`config.mk`:
```
export PLATFORM = sky130hd
export DESIGN_NAME = mac_rr_job_scheduler
export DESIGN_NICKNAME = d
export VERILOG_FILES = /design/src/rtl/mac_rr_job_scheduler.sv
export SDC_FILE = /design/constraint.sdc
export NUM_CORES = 1
export LEC_CHECK = 0
export CORE_MARGIN = 1
export CORE_UTILIZATION = 37
export DETAILED_ROUTE_END_ITERATION = 8
export GPL_ROUTABILITY_DRIVEN = 0
export PLACE_DENSITY = 0.81
export SYNTH_ARGS = -nofsm -noshare
export SYNTH_HDL_FRONTEND = slang
export SYNTH_SLANG_ARGS = --single-unit
export TNS_END_PERCENT = 20
```
`constraint.sdc`:
```
create_clock -name clk -period 2.65 [get_ports clk]
set_input_delay 0.53 -clock clk [delete_from_list [all_inputs] [get_ports clk]]
set_output_delay 0.53 -clock clk [all_outputs]
set_load 0.1 [all_outputs]
```
`src/rtl/mac_rr_job_scheduler.sv`:
```
`default_nettype none
// ============================================================================
//  Module   : mac_rr_job_scheduler
//  Purpose  : Time-shares one external MAC accumulator among NREQ requester
//             channels, one dot-product job at a time. Channels are granted
//             round-robin and keep the grant until the beat flagged req_last.
//             Each job clears the MAC, streams operand pairs through it, waits
//             for the MAC pipeline to drain, then returns the sum tagged with
//             the owning channel id and the (saturating) beat count.
//  Ports    : clk, reset               clock, synchronous active-high reset
//             req_valid/last/a/b       per-channel beat inputs (ch0 at LSBs)
//             req_ready                per-channel beat accept
//             resp_valid/ready         result handshake
//             resp_id/data/len         result channel, sum, beat count
//             mac_clear/a/b/valid_in   drive to the MAC instance
//             mac_f/mac_valid_out      return from the MAC instance
//             busy                     controller not idle
//  Revision : 1.0  initial release
// ============================================================================
module mac_rr_job_scheduler #(
    parameter int NREQ = 4,
    parameter int DW   = 10,
    parameter int RW   = 20,
    parameter int CW   = 8,
    localparam int IW  = $clog2(NREQ)
) (
    input  logic               clk,
    input  logic               reset,
    input  logic [NREQ-1:0]    req_valid,
    input  logic [NREQ-1:0]    req_last,
    input  logic [NREQ*DW-1:0] req_a,
    input  logic [NREQ*DW-1:0] req_b,
    output logic [NREQ-1:0]    req_ready,
    output logic               resp_valid,
    input  logic               resp_ready,
    output logic [IW-1:0]      resp_id,
    output logic [RW-1:0]      resp_data,
    output logic [CW-1:0]      resp_len,
    output logic               mac_clear,
    output logic [DW-1:0]      mac_a,
    output logic [DW-1:0]      mac_b,
    output logic               mac_valid_in,
    input  logic [RW-1:0]      mac_f,
    input  logic               mac_valid_out,
    output logic               busy
);

    // Up to three beats can be in flight in the 2-stage MAC plus the issue cycle.
    localparam int C_OUT_W = 3;

    typedef enum logic [2:0] {
        S_IDLE   = 3'd0,
        S_CLEAR  = 3'd1,
        S_STREAM = 3'd2,
        S_DRAIN  = 3'd3,
        S_RESP   = 3'd4
    } state_t;

    state_t             r_state;
    state_t             w_state_next;
    logic [IW-1:0]      r_gnt;
    logic [IW-1:0]      r_rr_ptr;
    logic [CW-1:0]      r_beats;
    logic [C_OUT_W-1:0] r_out;
    logic               r_resp_valid;
    logic [IW-1:0]      r_resp_id;
    logic [RW-1:0]      r_resp_data;
    logic [CW-1:0]      r_resp_len;

    logic               w_pick_any;
    logic [IW-1:0]      w_pick_idx;
    logic               w_clear_state;
    logic               w_beat;
    logic               w_dec;
    logic               w_capture;

    // Round-robin search starting at r_rr_ptr, wrapping modulo NREQ.
    always_comb begin
        w_pick_any = 1'b0;
        w_pick_idx = '0;
        for (int i = 0; i < NREQ; i++) begin
            if (!w_pick_any && req_valid[IW'((int'(r_rr_ptr) + i) % NREQ)]) begin
                w_pick_any = 1'b1;
                w_pick_idx = IW'((int'(r_rr_ptr) + i) % NREQ);
            end
        end
    end

    // Operands follow the granted channel combinationally; only mac_valid_in
    // qualifies them, so they need no gating outside STREAM.
    assign mac_a = req_a[r_gnt*DW +: DW];
    assign mac_b = req_b[r_gnt*DW +: DW];

    // A beat is issued exactly when the granted channel's beat is accepted.
    assign w_beat = (r_state == S_STREAM) && req_valid[r_gnt];

    // Stale MAC valids (pipe has no reset) are dropped once nothing is in flight.
    assign w_dec = mac_valid_out && (r_out != '0);

    // The final sum is the result that retires the last in-flight beat. The
    // last-beat STREAM cycle always issues a beat itself, so the count cannot
    // fall to zero there; capture can only happen in DRAIN.
    assign w_capture = (r_state == S_DRAIN) && mac_valid_out &&
                       (r_out == C_OUT_W'(1));

    always_ff @(posedge clk) begin
        if (reset) r_state <= S_IDLE;
        else       r_state <= w_state_next;
    end

    always_comb begin
        w_state_next  = r_state;
        req_ready     = '0;
        mac_valid_in  = 1'b0;
        w_clear_state = 1'b0;
        case (r_state)
            S_IDLE: begin
                if (w_pick_any) w_state_next = S_CLEAR;
            end
            S_CLEAR: begin
                w_clear_state = 1'b1;
                w_state_next  = S_STREAM;
            end
            S_STREAM: begin
                req_ready[r_gnt] = 1'b1;
                mac_valid_in     = req_valid[r_gnt];
                if (req_valid[r_gnt] && req_last[r_gnt]) w_state_next = S_DRAIN;
            end
            S_DRAIN: begin
                if (w_capture) w_state_next = S_RESP;
            end
            S_RESP: begin
                if (resp_ready) w_state_next = S_IDLE;
            end
            default: w_state_next = S_IDLE;
        endcase
    end

    assign mac_clear = reset | w_clear_state;
    assign busy      = (r_state != S_IDLE);

    always_ff @(posedge clk) begin
        if (reset) begin
            r_gnt        <= '0;
            r_rr_ptr     <= '0;
            r_beats      <= '0;
            r_out        <= '0;
            r_resp_valid <= 1'b0;
            r_resp_id    <= '0;
            r_resp_data  <= '0;
            r_resp_len   <= '0;
        end else begin
            if (w_beat && !w_dec)      r_out <= r_out + 1'b1;
            else if (!w_beat && w_dec) r_out <= r_out - 1'b1;

            if ((r_state == S_IDLE) && w_pick_any) begin
                r_gnt    <= w_pick_idx;
                r_rr_ptr <= (w_pick_idx == IW'(NREQ - 1)) ? '0 : w_pick_idx + 1'b1;
            end

            if (r_state == S_CLEAR)
                r_beats <= '0;
            else if (w_beat && (r_beats != {CW{1'b1}}))
                r_beats <= r_beats + 1'b1;

            if (w_capture) begin
                r_resp_valid <= 1'b1;
                r_resp_id    <= r_gnt;
                r_resp_data  <= mac_f;
                r_resp_len   <= r_beats;
            end else if ((r_state == S_RESP) && resp_ready) begin
                r_resp_valid <= 1'b0;
            end
        end
    end

    assign resp_valid = r_resp_valid;
    assign resp_id    = r_resp_id;
    assign resp_data  = r_resp_data;
    assign resp_len   = r_resp_len;

endmodule
`default_nettype wire

```
==> qor.csv, run 1 <==
stage;metric;value;unit
finish;finalNetCount;585;
timing;slew_violations;0;
route;avgViaCountPerCell;5.21;
timing;relSlewSlack;0.601;
worst_setup_path;crit_arrival;1.83;ns
logic_synthesis;synthCells;299;
global_routing;grt_pass1_wl;13500;um
worst_setup_path;endpoint;mac_valid_in;
worst_setup_path;cp_max_fo;3;
clock_network;clock_path_buffers;2;
timing;worst_pin_slew;0.591;ns
floorplan;core_area;6940;sq um
timing;holdWs;0.459;ns
clock_network;tritoncts;yes;
route;wl_per_cell;16.2;um
clock_network;cts_root_buf;clkbuf_8;
worst_setup_path;r2r_slack;0.62;ns
finish;layout-area-overhead-vs-synth;79.0;%
global_routing;grt_pass1_vias;2626;
timing;finalCriticalPeriod;2.36;ns
logic_synthesis;yosysSeqAreaShare;0.361;
floorplan;rows;30;
logic_synthesis;ys_types;45;
worst_setup_path;cp-end-kind;output port;
worst_setup_path;rr_worst_depth;6;
worst_setup_path;critPathRequiredTime;2.12;ns
worst_hold_path;min_path_type;reg2reg;
worst_setup_path;path_class;in2out;
route;antenna_left;0;
logic_synthesis;avgSynthCellArea;9.08;sq um
timing;finalSetupViolations;0;
timing;fmax;424;MHz
finish;layout.area.seq;982;sq um
run_status;status;completed;
pwr;design_power_total;3250;uW
route;dr.first_iter.drc_count;139;
timing;finalCritPeriodShare;0.890;
floorplan;fp.dieW;87.7;um
pwr;leakagePower;0.00184;uW
clock_network;cts_setup_buffers;0;
placed_design;hpwl;7390;um
finish;antenna_cells;0;
clock_network;cts_buffers;5;
global_routing;antenna_found_initial;0;
global_routing;overflow;0;
finish;drive_gt1_frac;0.226;
finish;fill_cells;525;
run;maxCapViolCount;0;
logic_synthesis;synth_warnings;0;
pwr;power.density;669;nW/um^2
timing;grt_setup_unrepaired;false;
timing;hold_viol;0;
logic_synthesis;synth_edf_count;0;
worst_setup_path;startpoint;req_valid[0];
logic_synthesis;ys_seq_elements;49;
pwr;vdd.ir_drop.worst;0.419;mV
finish;multi_input_area;1620;sq um
route;drt_wl_total;9140;um
floorplan;ios;170;
finish;final_util;0.700;
clock_network;clkSlewWorstSetupHoldPaths;0.09;ns
global_routing;grtUsageTotal;0.230;
timing;fin_skew;0.00503;ns
logic_synthesis;synthFlopType;dfxtp_1;
floorplan;design.die.area;7680;sq um
route;drt-pass1-iter-count;4;
floorplan;die_h;87.7;um
logic_synthesis;syn_area;2720;sq um
clock_network;ctsHoldBuffers;0;
logic_synthesis;async_flop_share;0;
route;vias;2938;
clock_network;cts_max_level;2;
route;drc;0;
clock_network;clk_latency;0.30;ns
worst_setup_path;start_kind;input port;
global_routing;grt_max_degree;41;
worst_setup_path;r2r_end;r_out[2];
clock_network;clock-sinks;49;
logic_synthesis;synth_nets;417;
worst_setup_path;reg2reg_from;r_gnt[0];
placed_design;portBuffers;169;
clock_network;cts_resized;0;
floorplan;start_util;0.391;
where the power goes:
| group | switching, uW | leakage [uW] | internal [uW] |
|---|---|---|---|
| Sequential | 65.9 | 0.000397 | 785 |
| Clock | 256 | 0.0000574 | 307 |
| Combinational | 1080 | 0.00139 | 760 |
| Total | 1400 | 0.00184 | 1850 |
synthesized netlist by cell type, drive strengths merged, types with 3 or more instances:
master  number  area, sq um
mux4        22          514
nand2b       3         18.8
o21ai        8         40.0
nor2        19         71.3
nand2       68          255
ha           6         75.1
buf          7         38.8
inv          7         26.3
nor2b        3         18.8
xor2         4         35.0
xnor2        3         26.3
mux2i        4         40.0
nor3b        3         27.5
nand3        4         25.0
nor3         4         30.0
clkbuf      15         56.3
nand3b       4         30.0
dfxtp       49          981
or3          4         25.0
a21oi       40          200
cells in the final DEF, fill, tap and decap left out, drive strengths merged, types with 2 or more instances in the layout:
master,synthesis,final
a2111oi,2,2
a21oi,40,40
and3,2,2
buf,7,72
clkbuf,15,6
clkdlybuf4s50,0,111
dfxtp,49,49
ha,6,6
inv,7,7
mux2i,4,4
mux4,22,22
nand2,68,68
nand2b,3,3
nand3,4,4
nand3b,4,4
nand4,2,2
nor2,19,19
nor2b,3,3
nor3,4,4
nor3b,3,3
o21ai,8,8
o221ai,2,2
or3,4,4
xnor2,3,3
xor2,4,4
how the worst min path moves through the flow:
stage                       start             to  slack, ns  depth (start not counted)
floorplan              r_beats[7]    resp_len[7]       0.46                          2
global placement    resp_data[15]  resp_data[15]       0.44                          2
detailed placement  resp_data[15]  resp_data[15]       0.45                          2
CTS                 resp_data[15]  resp_data[15]       0.46                          2
global route        resp_data[12]  resp_data[12]       0.48                          2
finish                resp_len[4]    resp_len[4]       0.46                          2
cell type report:
type                            instances  share of cell area
Multi-Input combinational cell        221               0.334
Tap cell                               96              0.0247
Inverter                                7             0.00541
Sequential cell                        49               0.202
Timing Repair Buffer                  183               0.409
Clock inverter                          2             0.00772
Clock buffer                            6              0.0170
flip-flops by register name, summed over array words and instances, names as in the netlist, named ones only:
name	cells
resp_data	20
r_out	3
resp_valid	1
r_rr_ptr	1
r_state	3
resp_id	2
resp_len	8
r_beats	8
r_gnt	2
worst max-delay path, cell delays in order:
cell             delay, ns
clkdlybuf4s50_1       0.43
mux4_2                0.50
and2_4                0.20
buf_12                0.16
cell families after synthesis:
family                     Yosys count  synth area share
xor gates and xnor gates             7            0.0226
and+or+nand+nor                    120             0.206
buffers and inverters               29            0.0447
DFF                                 49             0.361
AOI/OAI and AO/OA                   62             0.134
adders and majority gates            6            0.0276
muxes                               26             0.204
stage by stage:
step	worst slack, ns	instances	TNS [ns]	instance area (sq um)
after floorplan	-0.0476	299	-0.0476	2720
after global placement	0.130	556	0	4740
after detailed placement	0.0850	556	0	4740
after CTS	0.288	564	0	4860
after global routing	0.237	564	0	4860
final	0.291	564	0	4860
routing by layer:
metal	up-vias	global-route usage	wire (um)
met5	-	0	0
met3	10	0.0594	681
met2	117	0.393	4720
li1	1400	-	-
met4	0	0.0492	106
met1	1411	0.292	3640
(Power assumes the default switching activity.)
==> inputs of run 2 (changes only) <==
- SLEW_MARGIN: unset -> 5
==> results of run 2 <==
The final DEF is identical to that of run 1; final timing and power are the same.
==> inputs of run 3 (changes only) <==
- CORE_MARGIN: 1 -> unset
==> results of run 3 <==
The final DEF is identical to that of run 1; final timing and power are the same.
